## config.mk

```make
export PLATFORM = sky130hd
export DESIGN_NAME = instr_issue_queue
export DESIGN_NICKNAME = d
export VERILOG_FILES = /design/src/rtl/instr_issue_queue.sv
export SDC_FILE = /design/constraint.sdc
export NUM_CORES = 1
export LEC_CHECK = 0
export ABC_AREA = 1
export CORE_MARGIN = 2
export CORE_UTILIZATION = 62
export CTS_CLUSTER_DIAMETER = 150
export DETAILED_ROUTE_END_ITERATION = 7
export PLACE_DENSITY_LB_ADDON = 0.08
export SYNTH_ARGS = -nofsm -noshare
export SYNTH_HDL_FRONTEND = slang
export SYNTH_SLANG_ARGS = --single-unit
```

## constraint.sdc

```tcl
create_clock -name CLK -period 8.2 [get_ports CLK]
set_input_delay 1.64 -clock CLK [delete_from_list [all_inputs] [get_ports CLK]]
set_output_delay 1.64 -clock CLK [all_outputs]
set_load 0.005 [all_outputs]
```

## src/rtl/instr_issue_queue.sv

```systemverilog
// rtl/instr_issue_queue.sv - Instruction FIFO with single-outstanding issue FSM to Control_Unit
// Optional ISSUE_PERF_CNT_EN adds stall_cnt/starve_cnt performance counters.
module instr_issue_queue #(
    parameter int INSTR_WIDTH  = 29,
    parameter int OPCODE_WIDTH = 3,
    parameter int DEPTH        = 8,
    parameter int MAX_OPCODE   = 5,
    parameter int CNT_WIDTH    = 16
) (
    input  logic                       CLK,
    input  logic                       ASYNC_RST,
    input  logic                       SYNC_RST,
    input  logic                       EN,
    input  logic                       flush,
    input  logic                       push_valid,
    output logic                       push_ready,
    input  logic [INSTR_WIDTH-1:0]     push_data,
    input  logic                       cu_done,
    output logic [INSTR_WIDTH-1:0]     instruction,
    output logic                       instr_valid,
    output logic                       busy,
    output logic [$clog2(DEPTH):0]     fill_level,
    output logic                       illegal_err,
    output logic [CNT_WIDTH-1:0]       issued_cnt,
`ifdef ISSUE_PERF_CNT_EN
    output logic [CNT_WIDTH-1:0]       stall_cnt,
    output logic [CNT_WIDTH-1:0]       starve_cnt,
`endif
    output logic [CNT_WIDTH-1:0]       nop_cnt
);

    localparam int AW = $clog2(DEPTH);
    localparam logic [AW:0] FULL_LVL = (AW+1)'(DEPTH);

    localparam logic [1:0] IDLE      = 2'd0;
    localparam logic [1:0] ISSUE     = 2'd1;
    localparam logic [1:0] WAIT_DONE = 2'd2;

    logic [INSTR_WIDTH-1:0]  mem [DEPTH];
    logic [AW:0]             wr_ptr;
    logic [AW:0]             rd_ptr;
    logic [1:0]              state;
    logic                    empty;
    logic                    do_push;
    logic                    do_pop;
    logic [INSTR_WIDTH-1:0]  head;
    logic [OPCODE_WIDTH-1:0] head_op;
    logic                    op_nop;
    logic                    op_illegal;

    assign fill_level  = wr_ptr - rd_ptr;
    assign empty       = (fill_level == '0);
    assign push_ready  = (fill_level < FULL_LVL);
    assign do_push     = push_valid && push_ready && !flush;
    // Flush wins over a dispatch in the same cycle, so nothing is consumed from a queue being emptied.
    assign do_pop      = (state == IDLE) && EN && !empty && !flush;
    assign head        = mem[rd_ptr[AW-1:0]];
    assign head_op     = head[INSTR_WIDTH-1 -: OPCODE_WIDTH];
    assign op_nop      = (head_op == '0);
    assign op_illegal  = (32'(head_op) > MAX_OPCODE);
    assign instr_valid = (state == ISSUE);
    assign busy        = !empty || (state != IDLE);

    always_ff @(posedge CLK) begin
        if (do_push) begin
            mem[wr_ptr[AW-1:0]] <= push_data;
        end
    end

    always_ff @(posedge CLK or negedge ASYNC_RST) begin
        if (!ASYNC_RST) begin
            wr_ptr <= '0;
            rd_ptr <= '0;
        end else if (SYNC_RST || flush) begin
            wr_ptr <= '0;
            rd_ptr <= '0;
        end else begin
            if (do_push) wr_ptr <= wr_ptr + (AW+1)'(1);
            if (do_pop)  rd_ptr <= rd_ptr + (AW+1)'(1);
        end
    end

    always_ff @(posedge CLK or negedge ASYNC_RST) begin
        if (!ASYNC_RST) begin
            state       <= IDLE;
            instruction <= '0;
            illegal_err <= 1'b0;
            issued_cnt  <= '0;
            nop_cnt     <= '0;
        end else if (SYNC_RST) begin
            state       <= IDLE;
            instruction <= '0;
            illegal_err <= 1'b0;
            issued_cnt  <= '0;
            nop_cnt     <= '0;
        end else if (EN) begin
            case (state)
                IDLE: begin
                    if (do_pop) begin
                        if (op_nop) begin
                            nop_cnt <= nop_cnt + CNT_WIDTH'(1);
                        end else if (op_illegal) begin
                            illegal_err <= 1'b1;
                        end else begin
                            instruction <= head;
                            state       <= ISSUE;
                        end
                    end
                end
                ISSUE: state <= WAIT_DONE;
                WAIT_DONE: begin
                    if (cu_done) begin
                        state       <= IDLE;
                        instruction <= '0;
                        issued_cnt  <= issued_cnt + CNT_WIDTH'(1);
                    end
                end
                default: state <= IDLE;
            endcase
        end
    end

`ifdef ISSUE_PERF_CNT_EN
    always_ff @(posedge CLK or negedge ASYNC_RST) begin
        if (!ASYNC_RST) begin
            stall_cnt  <= '0;
            starve_cnt <= '0;
        end else if (SYNC_RST) begin
            stall_cnt  <= '0;
            starve_cnt <= '0;
        end else begin
            if (state == WAIT_DONE)               stall_cnt  <= stall_cnt + CNT_WIDTH'(1);
            if ((state == IDLE) && EN && empty)   starve_cnt <= starve_cnt + CNT_WIDTH'(1);
        end
    end
`endif

endmodule

```

# After elaboration in Yosys (flattened, before gate mapping)
# Memories as Yosys holds them, arrays and structs flattened.
# Cells that the tools add are included.
[classes]
addsub = 5
n_lt_le_gt_ge = 2
n_eq_ne = 7
muxes = 35
n_reduce_logical = 28
[op_table]
columns = ["operator", "count"]
rows = [
  ["29-bit 2-to-1 mux", 6],
  ["16-bit 2-to-1 mux", 9],
  ["29-bit case mux with 2 select lines", 1],
  ["16-bit by 1-bit adder with 16-bit output (second input constant)", 2],
  ["2-bit nonzero test", 10],
  ["4-bit 2-to-1 mux", 4],
  ["2-bit 2-to-1 mux", 6],
  ["3-bit inequality test (second input constant)", 4],
  ["5-bit AND reduction", 2],
  ["4-bit by 1-bit adder with 4-bit output (second input constant)", 2],
  ["1-bit 2-to-1 mux", 8],
  ["2-bit case mux with 3 select lines", 1],
  ["6-bit AND reduction", 1],
  ["1-bit logical AND", 5],
  ["4-bit logical NOT", 1],
  ["4-bit less-than comparator (second input constant)", 1],
  ["4-bit AND reduction", 1],
  ["4-bit subtractor", 1],
  ["3-bit > comparator (second input constant)", 1],
  ["3-bit logical NOT", 1],
  ["3-bit AND reduction", 1],
  ["3-bit nonzero test", 1],
  ["2-bit by 1-bit equality test with 1-bit output (second input constant)", 1],
  ["2-bit equality test (second input constant)", 1],
  ["4 further kinds", 6],
]
[word_totals]
reg_bits = 72
ramBits = 232
inputBits = 36
out_inout_bits = 69
word_cells = 85
memories = 1
[mem_list]
columns = ["name", "depth", "word_bits", "read_ports", "rd_ports_with_merged_regs", "wr", "line_no", "source"]
rows = [
  ["mem", 8, 29, 1, 0, 1, "39", "logic [INSTR_WIDTH-1:0] mem [DEPTH];"],
]

# Longest topological paths before layout
[logic_depth]
ltp_word = 9
mapped_depth = 19
ltp_nobuf = 16

# Least setup slack after synthesis
# Ideal clock, no wire load.
[synth_path]
path_kind = "register to register"
from = "register rd_ptr[2]"
to = "memory mem[6][0], enable pin"
setup_time_ns = 0.451
arrival_ns = 4.113
required_ns = 7.749
slack_ns = 3.636
stages_incl_launch_ff = 15
period_less_slack_ns = 4.564
cell_sequence = "dfrtp_1 > buf_2 > inv_1 > buf_2 > buf_1 > ha_1 > a21oi_1 > nand2_1 > nand2_1 > nand2_1 > nor2_1 > nand2_1 > inv_1 > nand2_1 > nor3_1"
[synth_between]
elab_chain_len = 6
[synth_rtl]
columns = ["element", "line_no", "source"]
rows = [
  ["start, declared", "41", "logic [AW:0] rd_ptr;"],
  ["start signal, assigned", "79", "if (do_pop) rd_ptr <= rd_ptr + (AW+1)'(1);"],
  ["4-bit subtractor", "51", "assign fill_level = wr_ptr - rd_ptr;"],
  ["via fill_level[3]", "22", "output logic [$clog2(DEPTH):0] fill_level,"],
  ["4-bit less-than comparator", "53", "assign push_ready = (fill_level < FULL_LVL);"],
  ["1-bit logical AND (2 in a row)", "54", "assign do_push = push_valid && push_ready && !flush;"],
  ["1-bit 2-to-1 mux", "65", "if (do_push) begin"],
  ["1-bit 2-to-1 mux (implied by the code)", "66", "mem[wr_ptr[AW-1:0]] <= push_data;"],
  ["end, declared", "39", ""],
]
# The timed path passes the listed nets, and every way through them passes these cells.

# Worst setup path after layout
[layout_path]
from = "register rd_ptr[1]"
to = "output busy"
[layout_between]
elab_chain_len = 4
[layout_rtl]
columns = ["element", "line_no", "source"]
rows = [
  ["4-bit subtractor", "51", ""],
  ["4-bit logical NOT", "52", "assign empty = (fill_level == '0);"],
  ["1-bit logical NOT", "62", "assign busy = !empty || (state != IDLE);"],
  ["1-bit logical OR", "62", ""],
  ["end, declared", "21", "output logic busy,"],
]
# No other way between the ends.

==> flow_summary.ini <==
[power_and_ir_drop]
power_mw = 3.26
power_leakage_nw = 5.65
power_density_nw_per_um2 = 218
peakVddDrop_v = 0.000204

[drt]
wirelength_um = 28100
drc_errors = 0
dr.pass1.iters = 5
via_per_inst = 5.80
wl_per_cell_um = 18.4
drt_iter0_drc = 832
vias = 8877
ant_nets = 0

[critical_path]
arrival_ps = 3250
critical_path_class = reg2out
path_buf_inv = 2
critPathSlowestCell = inv_2
crit_required_ps = 6560
crit_path_end_kind = output port
path_delay_family = buffers and inverters
path_cells = inv_2 -> fa_1 -> or2_0 -> nor2_1 -> nand3_1 -> clkdlybuf4s50_1
crit_path_max_fanout = 61
start_kind = flip-flop
cp_slowest_stage_delay_ps = 820

[clock_tree]
cts_resized = 0
htree_levels = 1
clk_latency_ps = 560
cts_tree = yes
post-cts-setup-buffer-count = 0
cts_root_buf = clkbuf_16
cts_buffers = 30
clk_pin_slew_ps = 60
cts.sinks = 304
cts_buffer_depth = 3
postCtsHoldBufs = 0

[synthesis]
syn_avg_cell_area_sq_um = 11.1
synthesis.area_sq_um = 12800
postSynthCellCount = 1157
yosys.cell_types.count = 39
synth_nets = 1201
ys_ff_latch = 304
yosys_warnings = 0
synth-seq-area-share_pct = 68.5

[sta]
setup_violations = 0
clock_skew_ps = 23.4
rsz0062_at_grt = false
period_minus_slack_ps = 4890
hold_ws_ps = 481
layout_setup_ws_ps = 3310
hold_violations = 0
fin_tns_setup_ps = 0
slew_headroom_pct = 18.5
period_share_pct = 59.7
max_clock_freq_ghz = 0.204
drv_slew = 0
tightest_slew_ps = 1220

[job]
maxCapViolations = 0

[place]
io_buffers = 104
dp_hpwl_um = 15600
place.gp.congestion = 0.852
pre_cts_ws_ps = 3490

[floorplanning]
die_h_um = 148
coreArea_sq_um = 20200
die_area_sq_um = 21800
rows = 52
start_util_pct = 63.3
fp.dieW_um = 148
ioPinCount = 105

[global_routing]
antenna_found_initial = 0
grt_usage_pct = 26.3
grt.overflow.total = 0
grt_pass1_wl_um = 45000
grt_max_degree = 119
grt_pass1_vias = 8405

[cells_and_area]
layout.nets = 1281
drive_above_1_share_pct = 6.11
diodes = 0
area_growth_pct = 16.7

[outcome]
status = finished clean

[hold_path]
hold_path_class = reg2reg
cells by family after synthesis:
kind of cell | after synthesis | synth area share (%)
simple gates | 484 | 16.0
flops | 304 | 68.5
compound gates | 223 | 9.67
buf+inv | 127 | 4.26
xor+xnor | 11 | 0.753
fa+ha+maj | 8 | 0.840
synth_stat cells, drive strengths merged:
cell type  instances  share of area, %
nand4              5              0.24
o22ai             37               1.8
dfrtp             72                14
buf               36               1.6
or2                2             0.098
nor3               7              0.31
nand3b             9              0.53
o221ai            15               1.0
nor3b              2              0.16
nand2            176               5.3
xnor2              2              0.14
ha                 7              0.68
a21oi             17              0.69
o21ai            147               5.7
a21boi             1             0.059
a211oi             2              0.12
edfxtp           232                54
clkbuf            27              0.79
fa                 1              0.16
xor2               9              0.62
inv               64               1.9
o21a               3              0.18
a31oi              1             0.049
nand3             94               3.8
nor2             189               5.6
metrics by stage:
stage | util, % | std cells | instance area (sq um)
5_1_grt | 73.8 | 1531 | 14900
4_1_cts | 73.8 | 1531 | 14900
6_report | 73.8 | 1531 | 14900
3_3_place_gp | 69.1 | 1475 | 14000
2_1_floorplan | - | 1157 | 12800
3_5_place_dp | 69.1 | 1475 | 14000
worst paths after layout:
kind,slack (ps),startpoint,endpoint,cells after the start
max,3310,rd_ptr[1],busy,6
min,480,instruction[13],instruction[13],2
max reg2reg,4220,rd_ptr[1],instruction[0],12
min reg2reg,480,instruction[13],instruction[13],2
max in group asynchronous,6300,ASYNC_RST,rd_ptr[0],1
min in group asynchronous,1220,ASYNC_RST,wr_ptr[0],1
routing by layer:
metal | global-route usage, % | share of wire, % | up-vias
met1 | 39.9 | 44 | 4294
met4 | 7.16 | 1.7 | 0
li1 | - | - | 4213
met2 | 40.4 | 47 | 328
met5 | 0 | 0 | -
met3 | 3.92 | 7.2 | 42
state kept, by name, summed over array words and instances (netlist names):
register	cells
illegal_err	1
instruction	29
issued_cnt	16
mem	232
nop_cnt	16
rd_ptr	4
state	2
wr_ptr	4
power by group:
| group | switching (mW) | leakage, nW | total, mW | internal, mW |
|---|---|---|---|---|
| clock | 0.548 | 0.459 | 1.30 | 0.754 |
| sequential | 0.0269 | 3.07 | 1.73 | 1.70 |
| combinational | 0.132 | 2.13 | 0.232 | 0.100 |
worst register-to-register path: cells and delay by family, from the launching register on:
kind                       cells  cell delay [ps]
DFF                            1              380
and+or+nand+nor                9             2030
adders and majority gates      1              590
buffers and inverters          2              930
layout make-up:
type                    count  area [sq um]
clock buffers              39           805
clock inverters            17           148
fillers                  1386          5300
inverters                  64           243
multi-input cells         726          3540
flip-flops and latches    304          8770
well taps                 270           338
repair buffers            111          1090
layout by cell type, fill, tap and decap left out, types with 7 or more instances in the layout:
| cell | synthesis | routed |
|---|---|---|
| nor2_1 | 188 | 181 |
| clkdlybuf4s50_1 | 0 | 103 |
| nand2_1 | 173 | 173 |
| ha_1 | 7 | 7 |
| clkbuf_1 | 27 | 7 |
| buf_4 | 3 | 8 |
| o22ai_1 | 37 | 37 |
| edfxtp_1 | 232 | 232 |
| clkbuf_16 | 0 | 30 |
| a21oi_1 | 16 | 16 |
| nor2_4 | 1 | 7 |
| nand3b_1 | 9 | 9 |
| o21ai_0 | 135 | 135 |
| nand3_1 | 91 | 91 |
| o21ai_1 | 12 | 12 |
| xor2_1 | 9 | 9 |
| o221ai_1 | 15 | 15 |
| dfrtp_1 | 72 | 71 |
| inv_1 | 59 | 59 |
Power figures use the tool's default switching activity.
